`src/rtl/fpnew_special_result_pipe.sv`:
```
// Multi-format IEEE special-result generator (qNaN / +-inf / +-zero / +-max-normal),
// NaN-boxed to Width bits and carried through an elastic valid/ready pipeline.
module fpnew_special_result_pipe #(
    parameter int unsigned Width        = 64,
    parameter int unsigned NumPipeRegs  = 1,
    parameter int unsigned TagWidth     = 4,
    parameter bit          EnableNanBox = 1'b1
) (
    input  logic                clk_i,
    input  logic                rst_i,
    input  logic                flush_i,
    input  logic                in_valid_i,
    output logic                in_ready_o,
    input  logic [2:0]          fmt_i,
    input  logic [1:0]          kind_i,
    input  logic                use_sign_i,
    input  logic                sign_i,
    input  logic [TagWidth-1:0] tag_i,
    output logic [Width-1:0]    result_o,
    output logic [TagWidth-1:0] tag_o,
    output logic                err_o,
    output logic                out_valid_o,
    input  logic                out_ready_i
);

    localparam logic [2:0] FmtFp32    = 3'd0;
    localparam logic [2:0] FmtFp64    = 3'd1;
    localparam logic [2:0] FmtFp16    = 3'd2;
    localparam logic [2:0] FmtFp8     = 3'd3;
    localparam logic [2:0] FmtFp16Alt = 3'd4;

    localparam logic [1:0] KindQnan    = 2'd0;
    localparam logic [1:0] KindInf     = 2'd1;
    localparam logic [1:0] KindZero    = 2'd2;
    localparam logic [1:0] KindMaxNorm = 2'd3;

    // Builds {box, s, exp, man} for a format with e exponent and m mantissa bits.
    function automatic logic [Width-1:0] encode(input int unsigned e, input int unsigned m,
                                                input logic [1:0] kind, input logic s);
        logic [Width-1:0] exp_ones;
        logic [Width-1:0] exp_f;
        logic [Width-1:0] man_f;
        logic [Width-1:0] box;
        logic             s_f;
        exp_ones = (Width'(1) << e) - Width'(1);
        // A shift by the full width yields zero, so FP64 in a 64-bit result gets no box bits.
        box      = EnableNanBox ? ~((Width'(1) << (e + m + 1)) - Width'(1)) : '0;
        s_f      = s;
        exp_f    = exp_ones;
        man_f    = '0;
        case (kind)
            KindQnan: begin
                s_f   = 1'b0;
                man_f = Width'(1) << (m - 1);
            end
            KindInf:  man_f = '0;
            KindZero: exp_f = '0;
            KindMaxNorm: begin
                exp_f = exp_ones - Width'(1);
                man_f = (Width'(1) << m) - Width'(1);
            end
        endcase
        return box | (Width'(s_f) << (e + m)) | (exp_f << m) | man_f;
    endfunction

    logic [Width-1:0] enc_res_c;
    logic             enc_err_c;
    logic             enc_sign_c;

    // Special-result encoder for the incoming request.
    always_comb begin
        enc_res_c  = '1;
        enc_err_c  = 1'b0;
        enc_sign_c = use_sign_i & sign_i;
        case (fmt_i)
            FmtFp32:    enc_res_c = encode(8, 23, kind_i, enc_sign_c);
            FmtFp64:    enc_res_c = encode(11, 52, kind_i, enc_sign_c);
            FmtFp16:    enc_res_c = encode(5, 10, kind_i, enc_sign_c);
            FmtFp8:     enc_res_c = encode(5, 2, kind_i, enc_sign_c);
            FmtFp16Alt: enc_res_c = encode(8, 7, kind_i, enc_sign_c);
            default: begin
                enc_res_c = '1;
                enc_err_c = 1'b1;
            end
        endcase
    end

    if (NumPipeRegs == 0) begin : g_comb
        assign in_ready_o  = out_ready_i & ~rst_i;
        assign out_valid_o = in_valid_i & ~rst_i;
        assign result_o    = enc_res_c;
        assign tag_o       = tag_i;
        assign err_o       = enc_err_c;
    end else begin : g_pipe
        localparam int unsigned N = NumPipeRegs;

        logic [N-1:0]               v_q, v_d;
        logic [N-1:0][Width-1:0]    res_q, res_d;
        logic [N-1:0][TagWidth-1:0] tag_q, tag_d;
        logic [N-1:0]               err_q, err_d;
        logic [N:0]                 rdy_c;

        // Stage i may load when it is empty or anything downstream of it can move.
        always_comb begin
            logic acc;
            acc      = out_ready_i;
            rdy_c    = '0;
            rdy_c[N] = acc;
            for (int i = N - 1; i >= 0; i--) begin
                acc      = ~v_q[i] | acc;
                rdy_c[i] = acc;
            end
        end

        always_comb begin
            v_d   = v_q;
            res_d = res_q;
            tag_d = tag_q;
            err_d = err_q;
            if (rdy_c[0]) begin
                v_d[0]   = in_valid_i;
                res_d[0] = enc_res_c;
                tag_d[0] = tag_i;
                err_d[0] = enc_err_c;
            end
            for (int i = 1; i < N; i++) begin
                if (rdy_c[i]) begin
                    v_d[i]   = v_q[i-1];
                    res_d[i] = res_q[i-1];
                    tag_d[i] = tag_q[i-1];
                    err_d[i] = err_q[i-1];
                end
            end
            // Flush drops every in-flight entry, including a request handshaked this cycle.
            if (flush_i) begin
                v_d = '0;
            end
        end

        always_ff @(posedge clk_i) begin
            if (rst_i) begin
                v_q   <= '0;
                res_q <= '0;
                tag_q <= '0;
                err_q <= '0;
            end else begin
                v_q   <= v_d;
                res_q <= res_d;
                tag_q <= tag_d;
                err_q <= err_d;
            end
        end

        assign in_ready_o  = rdy_c[0] & ~rst_i;
        assign out_valid_o = v_q[N-1] & ~rst_i;
        assign result_o    = res_q[N-1];
        assign tag_o       = tag_q[N-1];
        assign err_o       = err_q[N-1];
    end

endmodule
```
`config.mk`:
```
export PLATFORM = sky130hd
export DESIGN_NAME = fpnew_special_result_pipe
export DESIGN_NICKNAME = d
export VERILOG_FILES = /design/src/rtl/fpnew_special_result_pipe.sv
export SDC_FILE = /design/constraint.sdc
export NUM_CORES = 1
export LEC_CHECK = 0
export ABC_AREA = 1
export CAP_MARGIN = 20
export CORE_UTILIZATION = 40
export CTS_BUF_LIST = sky130_fd_sc_hd__clkbuf_8 sky130_fd_sc_hd__clkbuf_16
export DETAILED_ROUTE_END_ITERATION = 10
export GPL_TIMING_DRIVEN = 0
export PLACE_DENSITY = 0.81
export SLEW_MARGIN = 20
export SYNTH_ARGS = -nofsm -noshare
export SYNTH_HDL_FRONTEND = slang
export SYNTH_SLANG_ARGS = --single-unit
```
`constraint.sdc`:
```
create_clock -name clk_i -period 1.4 [get_ports clk_i]
set_input_delay 0.35 -clock clk_i [delete_from_list [all_inputs] [get_ports clk_i]]
set_output_delay 0.35 -clock clk_i [all_outputs]
set_load 0.03 [all_outputs]
```
==> summary.txt, run 1 <==
GRT
  • GRT Overall Usage: 19.5%
  • Initial antenna violation count: 0
  • Vias in the first global route: 1510
  • Largest net degree at the start of global routing: 15
  • First-pass GRT wire length: 6740 um
  • Grt ovf: 0

Yosys
  • Number of synthesized register bits: 27
  • Unique masters post-synth: 20
  • Syn. warnings: 0
  • Post-synthesis cell count: 229
  • Yosys top cell area share: 32.5%
  • Post-Syn Nets: 249
  • Cell taking the most area after synthesis: dfxtp_1
  • Cell Area, Synth: 0.00167 sq mm
  • Synth area leaders: dfxtp_1 (32%), buf_4 (19%), nor2_1 (10%)
  • Register area share after synthesis: 32.5%
  • Syn_area_per_cell: 7.27 sq um

Run status
  • Status: finished, final reports clean

Place
  • PortBufs: 86
  • RePlAce Congestion: 0.871
  • Hpwl dp: 3050 um
  • DP Cell Count: 365
  • Instance area at placement: 0.00259 sq mm

Hold path
  • Worst min path class: flip-flop to flip-flop

Cells and area
  • Area occupied by multi-input gates: 763 sq um
  • Layout cell share with drive strength beyond 1: 42.0%
  • N_diodes: 0
  • Syn-to-layout area delta: 56.3%
  • Final instance area: 0.00260 sq mm
  • Layout Nets: 345
  • Layout Utilization: 65.1%
  • Number of fill cells: 368
  • Finished Layout Cells: 374
  • FF+latch area: 557 sq um

Pwr
  • Max IR drop VDD: 0.000416 V
  • Pwr Total: 2.29 mW
  • P per Cell Area: 879 mW/mm^2
  • Pleak: 1.38 nW

Timing
  • Min Clock Period, post-route: 1.36 ns
  • Rel. slew slack: 72.8%
  • Max-slew violation count: 0
  • Period utilization: 97.4%
  • F_max: 733 MHz
  • Final Hold Viols: 0
  • Final-report setup violation count: 0
  • Slew @ Worst Pin: 0.408 ns
  • Worst clock skew: 0.00161 ns

Worst setup path
  • Slowest CP cell: dfxtp_4
  • Crit-path max cell delay: 0.36 ns
  • Arrival time at the worst endpoint: 1.01 ns
  • Critical path capture point type: primary output
  • CP top delay family: buffers and inverters
  • Critical path data required time: 1.05 ns
  • Most common cell on crit path: buf_6
  • Setup Crit Path Kind: flip-flop to primary output
  • Crit Path Max Fanout: 10
  • Critical Path Start Type: flip-flop
  • CP Buf/Inv Count: 3
  • Critical Path, Cell by Cell: buf_6, buf_4, buf_6

Drt
  • Post-DRT Antenna Nets: 0
  • # DRC: 0
  • DR iter-0 viols: 80
  • DR vias/cell: 4.44
  • First drt pass iteration count: 4
  • Drt total wl: 4010 um
  • Vias: 1661
  • Avg WL per Cell: 10.7 um

Clocking
  • Num CTS Buffers: 3
  • CTS tree: done
  • CTS Sinks: 27
  • Clock root cell: clkbuf_8
  • Clk slew on worst S/H paths: 0.09 ns
  • Worst-skew pair later-pin latency: 0.27 ns
  • Clk buf depth: 2
  • H-tree Lvls: 1

Die
  • Rows: 23
  • Chip height: 66.5 um
  • Core Region: 0.00400 sq mm
  • # IOs: 87
  • Die area: 0.00443 sq mm
  • Die width: 66.5 um
  • Initial Utilization: 41.6%

Run
  • Max_cap viols: 0
## placed cells by master, fill, tap and decap left out
| cell | instances |
|---|---|
| a21oi_1 | 5 |
| a31oi_1 | 1 |
| buf_2 | 25 |
| buf_4 | 48 |
| buf_6 | 22 |
| clkbuf_1 | 3 |
| clkbuf_2 | 5 |
| clkbuf_8 | 3 |
| clkdlybuf4s15_1 | 5 |
| clkdlybuf4s15_2 | 1 |
| clkdlybuf4s50_1 | 8 |
| dfxtp_1 | 22 |
| dfxtp_2 | 1 |
| dfxtp_4 | 4 |
| dlygate4sd2_1 | 21 |
| dlymetal6s2s_1 | 1 |
| ha_1 | 2 |
| ha_4 | 2 |
| inv_1 | 11 |
| inv_2 | 4 |
| inv_4 | 1 |
| inv_6 | 1 |
| nand2_1 | 22 |
| nand2_2 | 6 |
| nand2_4 | 3 |
| nand3_1 | 12 |
| nand3_4 | 1 |
| nand4_1 | 2 |
| nor2_1 | 43 |
| nor2_2 | 1 |
| nor2_4 | 8 |
| o211ai_1 | 2 |
| o21ai_0 | 27 |
| o21ai_1 | 1 |
## metal layers
layer | share of wire (%) | global-route usage (%)
met1 | 43 | 23.1
met2 | 47 | 34.3
met3 | 8.4 | 4.28
met4 | 1.3 | 6.65
met5 | 0 | 0
## worst paths after layout
kind,startpoint,slack (ns),endpoint,cells past startpoint
min reg2reg,tag_o[3],0.51,tag_o[3],2
min,tag_o[3],0.51,tag_o[3],2
max,result_o[50],0.04,result_o[39],3
max reg2reg,g_pipe.v_q,0.21,result_o[0],4
## flip-flops by register name, summed over array words and instances, names as in the netlist
name        count
result_o       21
tag_o           4
err_o           1
g_pipe.v_q      1
## worst register-to-register path, stage by stage (launching register included)
cell and delay, ns:
dfxtp_1 0.34, nand2_4 0.10, clkbuf_1 0.35, o21ai_0 0.16, a31oi_1 0.17
## kinds of logic after synthesis
group,share of synthesized area (%)
AOI/OAI and AO/OA,11.2
buffers and inverters,24.7
adders and majority gates,3.01
DFF,32.5
and+or+nand+nor,28.6
## Yosys cell counts, drive strengths merged
| cell | instances |
|---|---|
| clkbuf | 4 |
| nor2 | 52 |
| dfxtp | 27 |
| a31oi | 1 |
| inv | 16 |
| o21ai | 28 |
| nand4 | 2 |
| nand2 | 31 |
| a21oi | 5 |
| buf | 44 |
| ha | 4 |
| nand3 | 13 |
| o211ai | 2 |
## cell type report
cell class	count	share of cell area, %
clock inverters	1	0.144
repair buffers	91	29.1
inverters	16	2.60
clock buffers	3	1.59
multi-input cells	138	29.3
well taps	50	2.40
plain buffers	48	13.5
flip-flops and latches	27	21.4
## per-stage QoR
step | TNS [ns] | setup WS [ns] | hold WS, ns
final | 0 | 0.0366 | 0.514
after global routing | -0.00343 | -0.00343 | 0.568
after CTS | -0.319 | -0.236 | 0.518
after detailed placement | -26.41 | -0.961 | 0.502
after global placement | -24.80 | -0.957 | 0.492
after floorplan | 0 | 0.00630 | 0.422
## repair_timing
action                     4_1_cts  5_1_grt
buffers inserted                 4        1
hold buffers                     0        0
setup endpoints to repair       98       51
gates cloned                     0        0
pin swaps                        1        2
resized for setup              285       70
## power by group
part           switching, mW  internal, mW  leakage [nW]  total [mW]
Sequential            0.0417         0.829         0.228       0.871
Clock                  0.235         0.196        0.0269       0.431
Combinational          0.583         0.402          1.13       0.985
(Power assumes the default switching activity.)
==> run 2, diff against run 1 <==
GPL_TIMING_DRIVEN = not set   (was 0)
==> run 2 against run 1 <==
- die area stayed put
- final cell count shrank 7.0%
- clock power shrank 2%
- sequential power about the same
- maximum frequency up 0.80%
- via count down 3.7%
- critical path type unchanged
==> summary.txt, run 2 (synthesis results as in run 1) <==
Drt
  • # DRC: 0 (unchanged)
  • Avg WL per Cell: 11.1 um (was 10.7 um)
  • Vias: 1600 (was 1661)
  • Post-DRT Antenna Nets: 0 (unchanged)
  • Drt total wl: 3850 um (was 4010 um)
  • First drt pass iteration count: 4 (unchanged)
  • DR vias/cell: 4.60 (was 4.44)
  • DR iter-0 viols: 47 (was 80)

Timing
  • Worst clock skew: 0.00290 ns (was 0.00161 ns)
  • Min Clock Period, post-route: 1.35 ns (was 1.36 ns)
  • Max-slew violation count: 0 (unchanged)
  • Rel. slew slack: 79.0% (was 72.8%)
  • Final Hold Viols: 0 (unchanged)
  • Slew @ Worst Pin: 0.316 ns (was 0.408 ns)
  • Period utilization: 96.6% (was 97.4%)
  • Setup TNS: 0 ns (unchanged)
  • Hold Slack: 0.510 ns (was 0.514 ns)
  • F_max: 739 MHz (was 733 MHz)
  • Final-report setup violation count: 0 (unchanged)
  • RSZ-0062 raised after global routing: no

Worst setup path
  • Crit-path max cell delay: 0.40 ns (was 0.36 ns)
  • CP Buf/Inv Count: 1 (was 3)
  • Crit Path Max Fanout: 2 (was 10)
  • Critical Path Start Type: flip-flop (unchanged)
  • Critical path data required time: 1.05 ns (about the same)
  • Setup Crit Path Kind: flip-flop to primary output (unchanged)
  • CP top delay family: buffers and inverters (unchanged)
  • Critical Path, Cell by Cell: dlygate4sd2_1 (was buf_6, buf_4, buf_6)
  • Number of cells on the critical path: 1 (was 3)
  • Critical path capture point type: primary output (unchanged)
  • Slowest CP cell: dlygate4sd2_1 (was dfxtp_4)
  • Worst Reg-to-Reg Cells: 6 (was 4)
  • Worst reg2reg startpoint: g_pipe.v_q (unchanged)
  • Arrival time at the worst endpoint: 1.00 ns (was 1.01 ns)
  • Critical path launch point: result_o[1] (was result_o[50])

Run
  • Max_cap viols: 0 (unchanged)

Place
  • Instance area at placement: 0.00230 sq mm (was 0.00259 sq mm)
  • RePlAce Congestion: 0.904 (was 0.871)
  • Hpwl dp: 3030 um (was 3050 um)
  • PortBufs: 86 (unchanged)

Clocking
  • Hold_buf cts: 0 (unchanged)
  • Clk slew on worst S/H paths: 0.09 ns (about the same)
  • Clk buf depth: 2 (unchanged)
  • Num CTS Buffers: 3 (unchanged)
  • Worst-skew pair later-pin latency: 0.26 ns (was 0.27 ns)
  • CTS tree: done (unchanged)
  • Clock root cell: clkbuf_8 (unchanged)
  • H-tree Lvls: 1 (unchanged)
  • CTS Sinks: 27 (unchanged)

Cells and area
  • Layout Nets: 319 (was 345)
  • Max reg flops: 21 (unchanged)
  • Commonest non-fill, non-tap cell in the layout: buf_4 (unchanged)
  • Syn-to-layout area delta: 44.0% (was 56.3%)
  • Final instance area: 0.00240 sq mm (was 0.00260 sq mm)
  • Layout Utilization: 59.9% (was 65.1%)
  • Most frequent cells in the layout: buf_4 (77), nor2_1 (43), o21ai_0 (27), dfxtp_1 (26), nand2_1 (21) (was buf_4 (48), nor2_1 (43), o21ai_0 (27), buf_2 (25))
  • Layout cell share with drive strength beyond 1: 37.9% (was 42.0%)
  • N_diodes: 0 (unchanged)

Hold path
  • Worst hold path stage count: 2 (unchanged)
  • Worst hold start: tag_o[3] (unchanged)
  • Worst min path class: flip-flop to flip-flop (unchanged)

Run status
  • Status: finished, final reports clean (unchanged)

GRT
  • Grt ovf: 0 (unchanged)
  • Initial antenna violation count: 0 (unchanged)
  • GRT Overall Usage: 18.3% (was 19.5%)
  • Vias in the first global route: 1379 (was 1510)
  • First-pass GRT wire length: 6330 um (was 6740 um)
  • Largest net degree at the start of global routing: 20 (was 15)

Die
  • Rows: 23 (unchanged)
  • Die width: 66.5 um (unchanged)
  • # IOs: 87 (unchanged)
  • Initial Utilization: 41.6% (unchanged)
  • Die area: 0.00443 sq mm (unchanged)
  • Chip height: 66.5 um (unchanged)
  • Core Region: 0.00400 sq mm (unchanged)

Pwr
  • Pleak: 1.27 nW (was 1.38 nW)
  • P per Cell Area: 913 mW/mm^2 (was 879 mW/mm^2)
  • Max IR drop VDD: 0.000451 V (was 0.000416 V)
  • Pwr Total: 2.19 mW (was 2.29 mW)
-- run 2: cell types whose count changed in the layout (fill, tap and decap cells not counted), sizes merged --
cell           delta
dlygate4sd2       -3
clkbuf            -8
buf              -14
clkdlybuf4s15     -2
dlymetal6s2s      +1
-- run 2: worst paths after layout --
kind	slack (ns)	endpoint
hold reg to reg	0.51	tag_o[3]
setup / recovery	0.05	result_o[1]
hold / removal	0.51	tag_o[3]
setup reg to reg	0.23	result_o[51]
-- run 2: report_power, final --
part / total, mW / internal [mW] / switching, mW
Clock: 0.421 / 0.196 / 0.225
Sequential: 0.871 / 0.830 / 0.0418
Combinational: 0.897 / 0.338 / 0.559
-- run 2: area by class of cell --
| type | instances | area [sq um] |
|---|---|---|
| Clock buffer | 3 | 41.3 |
| Clock inverter | 1 | 3.75 |
| Fill cell | 394 | 1600 |
| Inverter | 16 | 62.6 |
| Multi-Input combinational cell | 138 | 751 |
| Sequential cell | 27 | 542 |
| Tap cell | 50 | 62.6 |
| Timing Repair Buffer | 113 | 935 |
-- run 2: layer usage --
metal / routed length (um) / GRT usage, %
met5: 0 / 0
met2: 1850 / 32.7
met1: 1760 / 23.4
met4: 22 / 3.99
met3: 221 / 2.23
-- run 2: metrics by stage --
step	instances	setup slack, ns
4_1_cts	346	-0.196
5_1_grt	348	0.000105
3_3_place_gp	341	-0.380
3_5_place_dp	341	-0.435
6_report	348	0.0474
2_1_floorplan	229	0.00630
-- run 2: timing repair --
item                       4_1_cts  5_1_grt
setup endpoints to repair       37       40
resized for setup               32       12
pin swaps                        1        1
buffers inserted                 1        2
